**src/rtl/hex_keypad_entry_if.sv**
```systemverilog
// Keypad entry bundle: matrix scan lines, commit/discard pulses and the entry/value results.
// master = keypad/host side, slave = hex_keypad_entry.
interface hex_keypad_entry_if;
  logic [3:0]  row_n;
  logic        enter;
  logic        clear;
  logic [3:0]  col_n;
  logic [3:0]  key_code;
  logic        key_strobe;
  logic [31:0] entry_word;
  logic [3:0]  digit_count;
  logic [31:0] value;
  logic        value_valid;

  modport master (
    output row_n, enter, clear,
    input  col_n, key_code, key_strobe, entry_word, digit_count, value, value_valid
  );

  modport slave (
    input  row_n, enter, clear,
    output col_n, key_code, key_strobe, entry_word, digit_count, value, value_valid
  );
endinterface

```
**src/rtl/hex_keypad_entry.sv**
```systemverilog
// 4x4 active-low keypad scanner with debounce, feeding a shift-in hex entry word
// that is committed to value on enter and discarded on clear.
module hex_keypad_entry #(
  parameter int unsigned SCAN_DIV         = 50000,
  parameter int unsigned DEBOUNCE_SAMPLES = 10
) (
  input  logic          clk,
  input  logic          rst,
  hex_keypad_entry_if.slave io_kp
);

  localparam int unsigned DIV_W      = (SCAN_DIV > 1) ? $clog2(SCAN_DIV) : 1;
  localparam int unsigned CNT_W      = (DEBOUNCE_SAMPLES > 1) ? $clog2(DEBOUNCE_SAMPLES + 1) : 1;
  localparam int unsigned ROWS       = 4;
  localparam int unsigned ENTRY_W    = 32;
  localparam int unsigned DIGIT_W    = 4;
  localparam int unsigned KEY_W      = 4;
  localparam int unsigned MAX_DIGITS = 8;

  localparam logic [DIV_W-1:0]   DIV_LAST = DIV_W'(SCAN_DIV - 1);
  localparam logic [CNT_W-1:0]   CNT_DONE = CNT_W'(DEBOUNCE_SAMPLES);
  localparam logic [DIGIT_W-1:0] CNT_SAT  = DIGIT_W'(MAX_DIGITS);

  typedef enum logic [1:0] {
    ST_SCAN     = 2'd0,
    ST_DEBOUNCE = 2'd1,
    ST_HELD     = 2'd2
  } state_t;

  state_t             r_state;
  state_t             w_state_nx;
  logic [3:0]         r_row_meta;
  logic [3:0]         r_row_sync;
  logic [DIV_W-1:0]   r_div;
  logic [1:0]         r_col;
  logic [1:0]         w_col_nx;
  logic [1:0]         r_row;
  logic [1:0]         w_row_nx;
  logic [CNT_W-1:0]   r_cnt;
  logic [CNT_W-1:0]   w_cnt_nx;
  logic [CNT_W-1:0]   w_cnt_inc;
  logic [3:0]         r_col_n;
  logic [KEY_W-1:0]   r_key_code;
  logic [KEY_W-1:0]   w_key_nx;
  logic               r_key_strobe;
  logic               w_accept;
  logic               w_sample;
  logic               w_idle;
  logic               w_hit;
  logic [1:0]         w_hit_row;
  logic [2:0]         w_low_cnt;
  logic [ENTRY_W-1:0] r_entry_word;
  logic [DIGIT_W-1:0] r_digit_count;
  logic [ENTRY_W-1:0] r_value;
  logic               r_value_valid;
  logic               w_commit;
  logic               w_restart;

  function automatic logic [KEY_W-1:0] key_map(input logic [1:0] r, input logic [1:0] c);
    logic [KEY_W-1:0] k;
    case ({r, c})
      4'h0: k = 4'h1;  4'h1: k = 4'h2;  4'h2: k = 4'h3;  4'h3: k = 4'hA;
      4'h4: k = 4'h4;  4'h5: k = 4'h5;  4'h6: k = 4'h6;  4'h7: k = 4'hB;
      4'h8: k = 4'h7;  4'h9: k = 4'h8;  4'hA: k = 4'h9;  4'hB: k = 4'hC;
      4'hC: k = 4'h0;  4'hD: k = 4'hF;  4'hE: k = 4'hE;  default: k = 4'hD;
    endcase
    return k;
  endfunction

  // Rows are asynchronous to clk
  always_ff @(posedge clk or posedge rst) begin
    if (rst) begin
      r_row_meta <= 4'hF;
      r_row_sync <= 4'hF;
    end else begin
      r_row_meta <= io_kp.row_n;
      r_row_sync <= r_row_meta;
    end
  end

  // Sample period divider; the sample is taken on the last clk of each period
  always_ff @(posedge clk or posedge rst) begin
    if (rst) begin
      r_div <= '0;
    end else if (w_sample) begin
      r_div <= '0;
    end else begin
      r_div <= r_div + DIV_W'(1);
    end
  end

  assign w_sample = (r_div == DIV_LAST);

  // Classify the synchronised rows: idle, single hit, or ghost (several low)
  always_comb begin
    w_low_cnt = 3'd0;
    w_hit_row = 2'd0;
    for (int i = 0; i < ROWS; i++) begin
      if (!r_row_sync[i]) begin
        w_low_cnt = w_low_cnt + 3'd1;
        w_hit_row = 2'(i);
      end
    end
    w_idle = (w_low_cnt == 3'd0);
    w_hit  = (w_low_cnt == 3'd1);
  end

  assign w_cnt_inc = r_cnt + CNT_W'(1);

  always_ff @(posedge clk or posedge rst) begin
    if (rst) begin
      r_state      <= ST_SCAN;
      r_col        <= 2'd0;
      r_row        <= 2'd0;
      r_cnt        <= '0;
      r_col_n      <= 4'b1110;
      r_key_code   <= '0;
      r_key_strobe <= 1'b0;
    end else begin
      r_state      <= w_state_nx;
      r_col        <= w_col_nx;
      r_row        <= w_row_nx;
      r_cnt        <= w_cnt_nx;
      r_col_n      <= ~(4'b0001 << w_col_nx);
      r_key_strobe <= w_accept;
      if (w_accept) begin
        r_key_code <= w_key_nx;
      end
    end
  end

  always_comb begin
    w_state_nx = r_state;
    w_col_nx   = r_col;
    w_row_nx   = r_row;
    w_cnt_nx   = r_cnt;
    w_accept   = 1'b0;
    if (w_sample) begin
      case (r_state)
        ST_SCAN: begin
          if (w_hit) begin
            w_row_nx = w_hit_row;
            if (CNT_DONE <= CNT_W'(1)) begin
              w_accept   = 1'b1;
              w_cnt_nx   = '0;
              w_state_nx = ST_HELD;
            end else begin
              w_cnt_nx   = CNT_W'(1);
              w_state_nx = ST_DEBOUNCE;
            end
          end else begin
            w_col_nx = r_col + 2'd1;
          end
        end
        ST_DEBOUNCE: begin
          if (w_hit && (w_hit_row == r_row)) begin
            if (w_cnt_inc == CNT_DONE) begin
              w_accept   = 1'b1;
              w_cnt_nx   = '0;
              w_state_nx = ST_HELD;
            end else begin
              w_cnt_nx = w_cnt_inc;
            end
          end else begin
            w_cnt_nx   = '0;
            w_col_nx   = r_col + 2'd1;
            w_state_nx = ST_SCAN;
          end
        end
        ST_HELD: begin
          // Any non-idle sample restarts the release count; no auto-repeat
          if (w_idle) begin
            if (w_cnt_inc == CNT_DONE) begin
              w_cnt_nx   = '0;
              w_col_nx   = r_col + 2'd1;
              w_state_nx = ST_SCAN;
            end else begin
              w_cnt_nx = w_cnt_inc;
            end
          end else begin
            w_cnt_nx = '0;
          end
        end
        default: begin
          w_cnt_nx   = '0;
          w_state_nx = ST_SCAN;
        end
      endcase
    end
  end

  assign w_key_nx = key_map(w_row_nx, r_col);

  assign w_commit  = io_kp.enter && !io_kp.clear;
  assign w_restart = io_kp.enter || io_kp.clear;

  // Entry word: commit/discard empties it, and a coincident key becomes the sole digit
  always_ff @(posedge clk or posedge rst) begin
    if (rst) begin
      r_entry_word  <= '0;
      r_digit_count <= '0;
      r_value       <= '0;
      r_value_valid <= 1'b0;
    end else begin
      r_value_valid <= w_commit;
      if (w_commit) begin
        r_value <= r_entry_word;
      end
      if (r_key_strobe) begin
        if (w_restart) begin
          r_entry_word  <= ENTRY_W'(r_key_code);
          r_digit_count <= DIGIT_W'(1);
        end else begin
          r_entry_word  <= {r_entry_word[ENTRY_W-KEY_W-1:0], r_key_code};
          r_digit_count <= (r_digit_count >= CNT_SAT) ? CNT_SAT : r_digit_count + DIGIT_W'(1);
        end
      end else if (w_restart) begin
        r_entry_word  <= '0;
        r_digit_count <= '0;
      end
    end
  end

  assign io_kp.col_n       = r_col_n;
  assign io_kp.key_code    = r_key_code;
  assign io_kp.key_strobe  = r_key_strobe;
  assign io_kp.entry_word  = r_entry_word;
  assign io_kp.digit_count = r_digit_count;
  assign io_kp.value       = r_value;
  assign io_kp.value_valid = r_value_valid;

endmodule

```
**src/flat_wrapper.sv**
```systemverilog
// flat-port wrapper written by rule: the top's interface ports become plain ports
module hex_keypad_entry_flat 
#(
  parameter int unsigned SCAN_DIV         = 50000,
  parameter int unsigned DEBOUNCE_SAMPLES = 10
)
  (clk, rst, io_kp_row_n, io_kp_enter, io_kp_clear, io_kp_col_n, io_kp_key_code, io_kp_key_strobe, io_kp_entry_word, io_kp_digit_count, io_kp_value, io_kp_value_valid);
  hex_keypad_entry_if io_kp_i ();
  input  logic clk;
  input  logic rst;
  input wire logic [$bits(io_kp_i.row_n)-1:0] io_kp_row_n;
  input wire logic [$bits(io_kp_i.enter)-1:0] io_kp_enter;
  input wire logic [$bits(io_kp_i.clear)-1:0] io_kp_clear;
  output wire logic [$bits(io_kp_i.col_n)-1:0] io_kp_col_n;
  output wire logic [$bits(io_kp_i.key_code)-1:0] io_kp_key_code;
  output wire logic [$bits(io_kp_i.key_strobe)-1:0] io_kp_key_strobe;
  output wire logic [$bits(io_kp_i.entry_word)-1:0] io_kp_entry_word;
  output wire logic [$bits(io_kp_i.digit_count)-1:0] io_kp_digit_count;
  output wire logic [$bits(io_kp_i.value)-1:0] io_kp_value;
  output wire logic [$bits(io_kp_i.value_valid)-1:0] io_kp_value_valid;
  assign io_kp_i.row_n = io_kp_row_n;
  assign io_kp_i.enter = io_kp_enter;
  assign io_kp_i.clear = io_kp_clear;
  assign io_kp_col_n = io_kp_i.col_n;
  assign io_kp_key_code = io_kp_i.key_code;
  assign io_kp_key_strobe = io_kp_i.key_strobe;
  assign io_kp_entry_word = io_kp_i.entry_word;
  assign io_kp_digit_count = io_kp_i.digit_count;
  assign io_kp_value = io_kp_i.value;
  assign io_kp_value_valid = io_kp_i.value_valid;
  hex_keypad_entry #(.SCAN_DIV(SCAN_DIV), .DEBOUNCE_SAMPLES(DEBOUNCE_SAMPLES)) u_core (.clk(clk), .rst(rst), .io_kp(io_kp_i));
endmodule
```
**config.mk**
```make
export PLATFORM = sky130hd
export DESIGN_NAME = hex_keypad_entry_flat
export DESIGN_NICKNAME = d
export VERILOG_FILES = /design/src/rtl/hex_keypad_entry_if.sv /design/src/rtl/hex_keypad_entry.sv /design/src/flat_wrapper.sv
export SDC_FILE = /design/constraint.sdc
export NUM_CORES = 1
export LEC_CHECK = 0
export ABC_AREA = 1
export CAP_MARGIN = 10
export CORE_MARGIN = 3
export CORE_UTILIZATION = 53
export CTS_CLUSTER_DIAMETER = 60
export DETAILED_ROUTE_END_ITERATION = 7
export HOLD_SLACK_MARGIN = 0.12
export PLACE_DENSITY = 0.8
export SETUP_SLACK_MARGIN = 0.05
export SYNTH_ARGS = -nofsm -noshare
export SYNTH_HDL_FRONTEND = slang
export SYNTH_SLANG_ARGS = --single-unit
```
**constraint.sdc**
```tcl
create_clock -name clk -period 4.42 [get_ports clk]
set_input_delay 1.105 -clock clk [delete_from_list [all_inputs] [get_ports clk]]
set_output_delay 1.105 -clock clk [all_outputs]
set_load 0.1 [all_outputs]
```
==> summary.txt <==
Worst setup path
  • Reg2reg setup slack: 1.67 ns
  • Slowest cell delay on critical path: 1.24 ns
  • Worst path bufs/invs: 1
  • Req. time, crit path: 3.31 ns
  • Setup CP Type: flip-flop to output port
  • Worst setup EP type: output port
  • R2R Path Start: u_core.r_row_sync[0]
  • Cell Chain, Critical Path: clkdlybuf4s50_1
  • Crit-path slowest cell: clkdlybuf4s50_1
  • Family with the most delay on the worst path: buffers and inverters
  • Critical path fanouts, max: 10
  • RR Endpoint: u_core.io_kp.key_code[0]
  • Worst EP arrival: 2.15 ns
  • Register-to-Register Path Depth: 16
  • Setup crit start kind: flip-flop

Yosys
  • Count of cell types in the netlist: 39
  • Asr flop ratio synth: 100.0%
  • Count leader, synth: nand2_1
  • Synthesized cell area: 4943 um2
  • Synth top cells by count: 103 x nand2_1, 101 x dfrtp_1, 82 x inv_1, 48 x o21ai_0, 36 x nor2_1
  • Flops & latches, synth: between 100 and 150
  • Post-synth top area share: 51.13%
  • Syn Inst Count: 529
  • Synth area leaders: dfrtp_1 51%, nand2_1 7.8%, inv_1 6.2%
  • Sequential cell area fraction in the yosys report: approximately 57%
  • Avg Inst Size Synth: 9.345 um2
  • Yosys warnings: 0
  • Most used DFF post-synth: dfrtp_1
  • Syn Nets: approximately 550
  • Leading area contributor after synthesis: dfrtp_1
  • Number of synthesized flops with an enable pin: 0

Clock network
  • Post-cts resize count: 0
  • Cts hold-fix bufs: 0
  • CTS root buf: clkbuf_8
  • Worst-Skew Late Latency: about 0.38 ns
  • Worst-path clk slew: 0.12 ns
  • CTS tree: built
  • CTS buffer count: 9
  • Total setup buffers inserted after CTS: 0
  • H-tree levels: 3
  • Clk sink count: 112
  • Clk buf depth: 2

Placement
  • Port buffer count: 85
  • RD Place Congestion: 0.8482
  • Placed insts: 714
  • DP Worst Slack: 1.263 ns
  • DP Area: 5917 um2
  • Dpl hpwl: 7506 um

Floorplan
  • Number of top-level pins: 86
  • Die span in y: 102.6 um
  • Initial core utilization: ~56%
  • Core area: 8891 um2
  • Die area: 10520 um2
  • Row count: 34
  • Die X: roughly 100 um

STA
  • Final WS setup: 1.168 ns
  • Setup tns final: 0 ns
  • Final cycle utilization of the critical path: 73.57%
  • Tmin final: 3.252 ns
  • Max Fclk: 307.5 MHz
  • Final Hold Vio Count: 0
  • RSZ-0062 raised after global routing: false
  • Pins over their slew limit: 0
  • Setup violators final: 0
  • Relative slew slack: 23.59%
  • Slew @ Worst Pin: 1.143 ns
  • Final Skew: between 0.015 and 0.02 ns

Layout
  • Nets: 637
  • Fraction of layout cells with a size suffix above 1: 11.58%
  • Final Util: 68.76%
  • # diodes: 0
  • Fin area: 6113 um2
  • Non-filler cells, final: 730
  • Synth-to-layout area growth: 23.66%

GRT
  • GR Util All Layers: 20.77%
  • Global-route wire length before repair: 17370 um
  • Via count of the first global-routing pass: roughly 3700
  • Initial antenna violation count: 0
  • Largest net degree at the start of global routing: between 60 and 70
  • Global route total overflow: 0

Route
  • Drt drc: 0
  • Via Count: 3799
  • Post-route ant nets: 0
  • Drt wl/cell: 14.17 um
  • Initial DRC count: ~200
  • Via density: 5.204
  • Detailed Route WL: between 10000 and 15000 um
  • Drt pass-1 iters: 4

Power
  • Power Dens Cells: 280.6 nW/um2
  • Worst vdd ir: 0.0001673 V
  • Static Leakage: 2.751 nW

Status
  • Status: complete, no violations

Hold path
  • Worst Hold Endpoint: u_core.r_row_sync[0]
  • HP Start: u_core.r_row_meta[0]
  • Hold Crit Class: flip-flop to flip-flop
  • Worst Hold Depth: 0

Run
  • Max cap viols: 0
report_power, final:
group          internal, mW  leakage [nW]  total, mW  switching, mW
registers              1.03          1.51       1.03        0.00318
logic                0.0210          1.14     0.0825         0.0614
clock network         0.223         0.102      0.598          0.375
per-stage QoR:
step	power (mW)	hold WS (ns)
after floorplan	1.116	0.3452
final	1.716	0.3525
after CTS	1.738	0.3592
after global placement	1.136	0.3467
after global routing	1.788	0.3564
after detailed placement	1.139	0.3475
final cells by class:
| type | instances | area [um2] |
|---|---|---|
| multi-input cells | 315 | 1743 |
| well taps | 108 | 135.1 |
| clock buffers | 9 | 123.9 |
| inverters | 90 | 341.6 |
| fillers | 673 | 2778 |
| repair buffers | 89 | 880.8 |
| flip-flops and latches | 112 | 2816 |
| clock inverters | 7 | 72.57 |
worst max path at each step:
stage | from | endpoint | slack (ns) | cells after the start
2_1_floorplan | rst | u_core.io_kp.col_n[0] | 0.37 | 1
3_3_place_gp | io_kp_enter | u_core.io_kp.entry_word[22] | 1.37 | 4
3_5_place_dp | io_kp_enter | u_core.io_kp.entry_word[4] | 1.26 | 4
4_1_cts | u_core.io_kp.key_strobe | io_kp_key_strobe | 1.14 | 1
5_1_grt | u_core.io_kp.key_strobe | io_kp_key_strobe | 1.09 | 1
6_report | u_core.io_kp.key_strobe | io_kp_key_strobe | 1.17 | 1
cells in the final DEF (no fill, tap or decap), types with 2 or more instances in the layout:
master	instances
a21oi_1	4
buf_4	4
clkbuf_8	9
clkdlybuf4s50_1	85
clkinv_2	2
clkinv_4	2
dfrtp_1	101
dfstp_2	11
ha_1	12
inv_1	81
inv_2	6
inv_8	3
nand2_1	103
nand2_2	11
nand2_4	4
nand3_1	23
nand3_4	3
nand3b_1	3
nand4_1	4
nor2_1	36
nor2_2	2
nor3_1	5
o21ai_0	48
o21ai_1	3
o21ai_2	4
o22ai_1	28
xnor2_1	2
xor2_1	7
layer usage:
layer	part of all wire (%)	global-route usage, %	wire length [um]	vias up
li1	-	-	-	1864
met1	44	27.33	4585	1830
met2	50	35.15	5154	99
met3	5.2	3.518	533	6
met4	0.66	6.862	68	0
met5	0	0	0	-
cells by family (layout without fill, tap and decap cells):
kind of cell / Yosys count / in the layout / share of synthesized area (%)
XOR/XNOR: 10 / 10 / 1.924
flip-flops: 112 / 112 / 56.97
buffers and inverters: 102 / 195 / 7.770
AO/OA/AOI/OAI: 91 / 91 / 10.53
AND/OR/NAND/NOR: 202 / 202 / 19.77
adder cells (fa/ha/maj): 12 / 12 / 3.037
sequential cells by signal, summed over array words and instances (netlist names):
signal                    flops
u_core.io_kp.col_n            4
u_core.io_kp.digit_count      4
u_core.io_kp.entry_word      32
u_core.io_kp.key_code         4
u_core.io_kp.key_strobe       1
u_core.io_kp.value           32
u_core.io_kp.value_valid      1
u_core.r_cnt                  4
u_core.r_col                  2
u_core.r_div                 16
u_core.r_row                  2
u_core.r_row_meta             4
u_core.r_row_sync             4
u_core.r_state                2
Note: power is estimated with default switching activity, not from simulation.
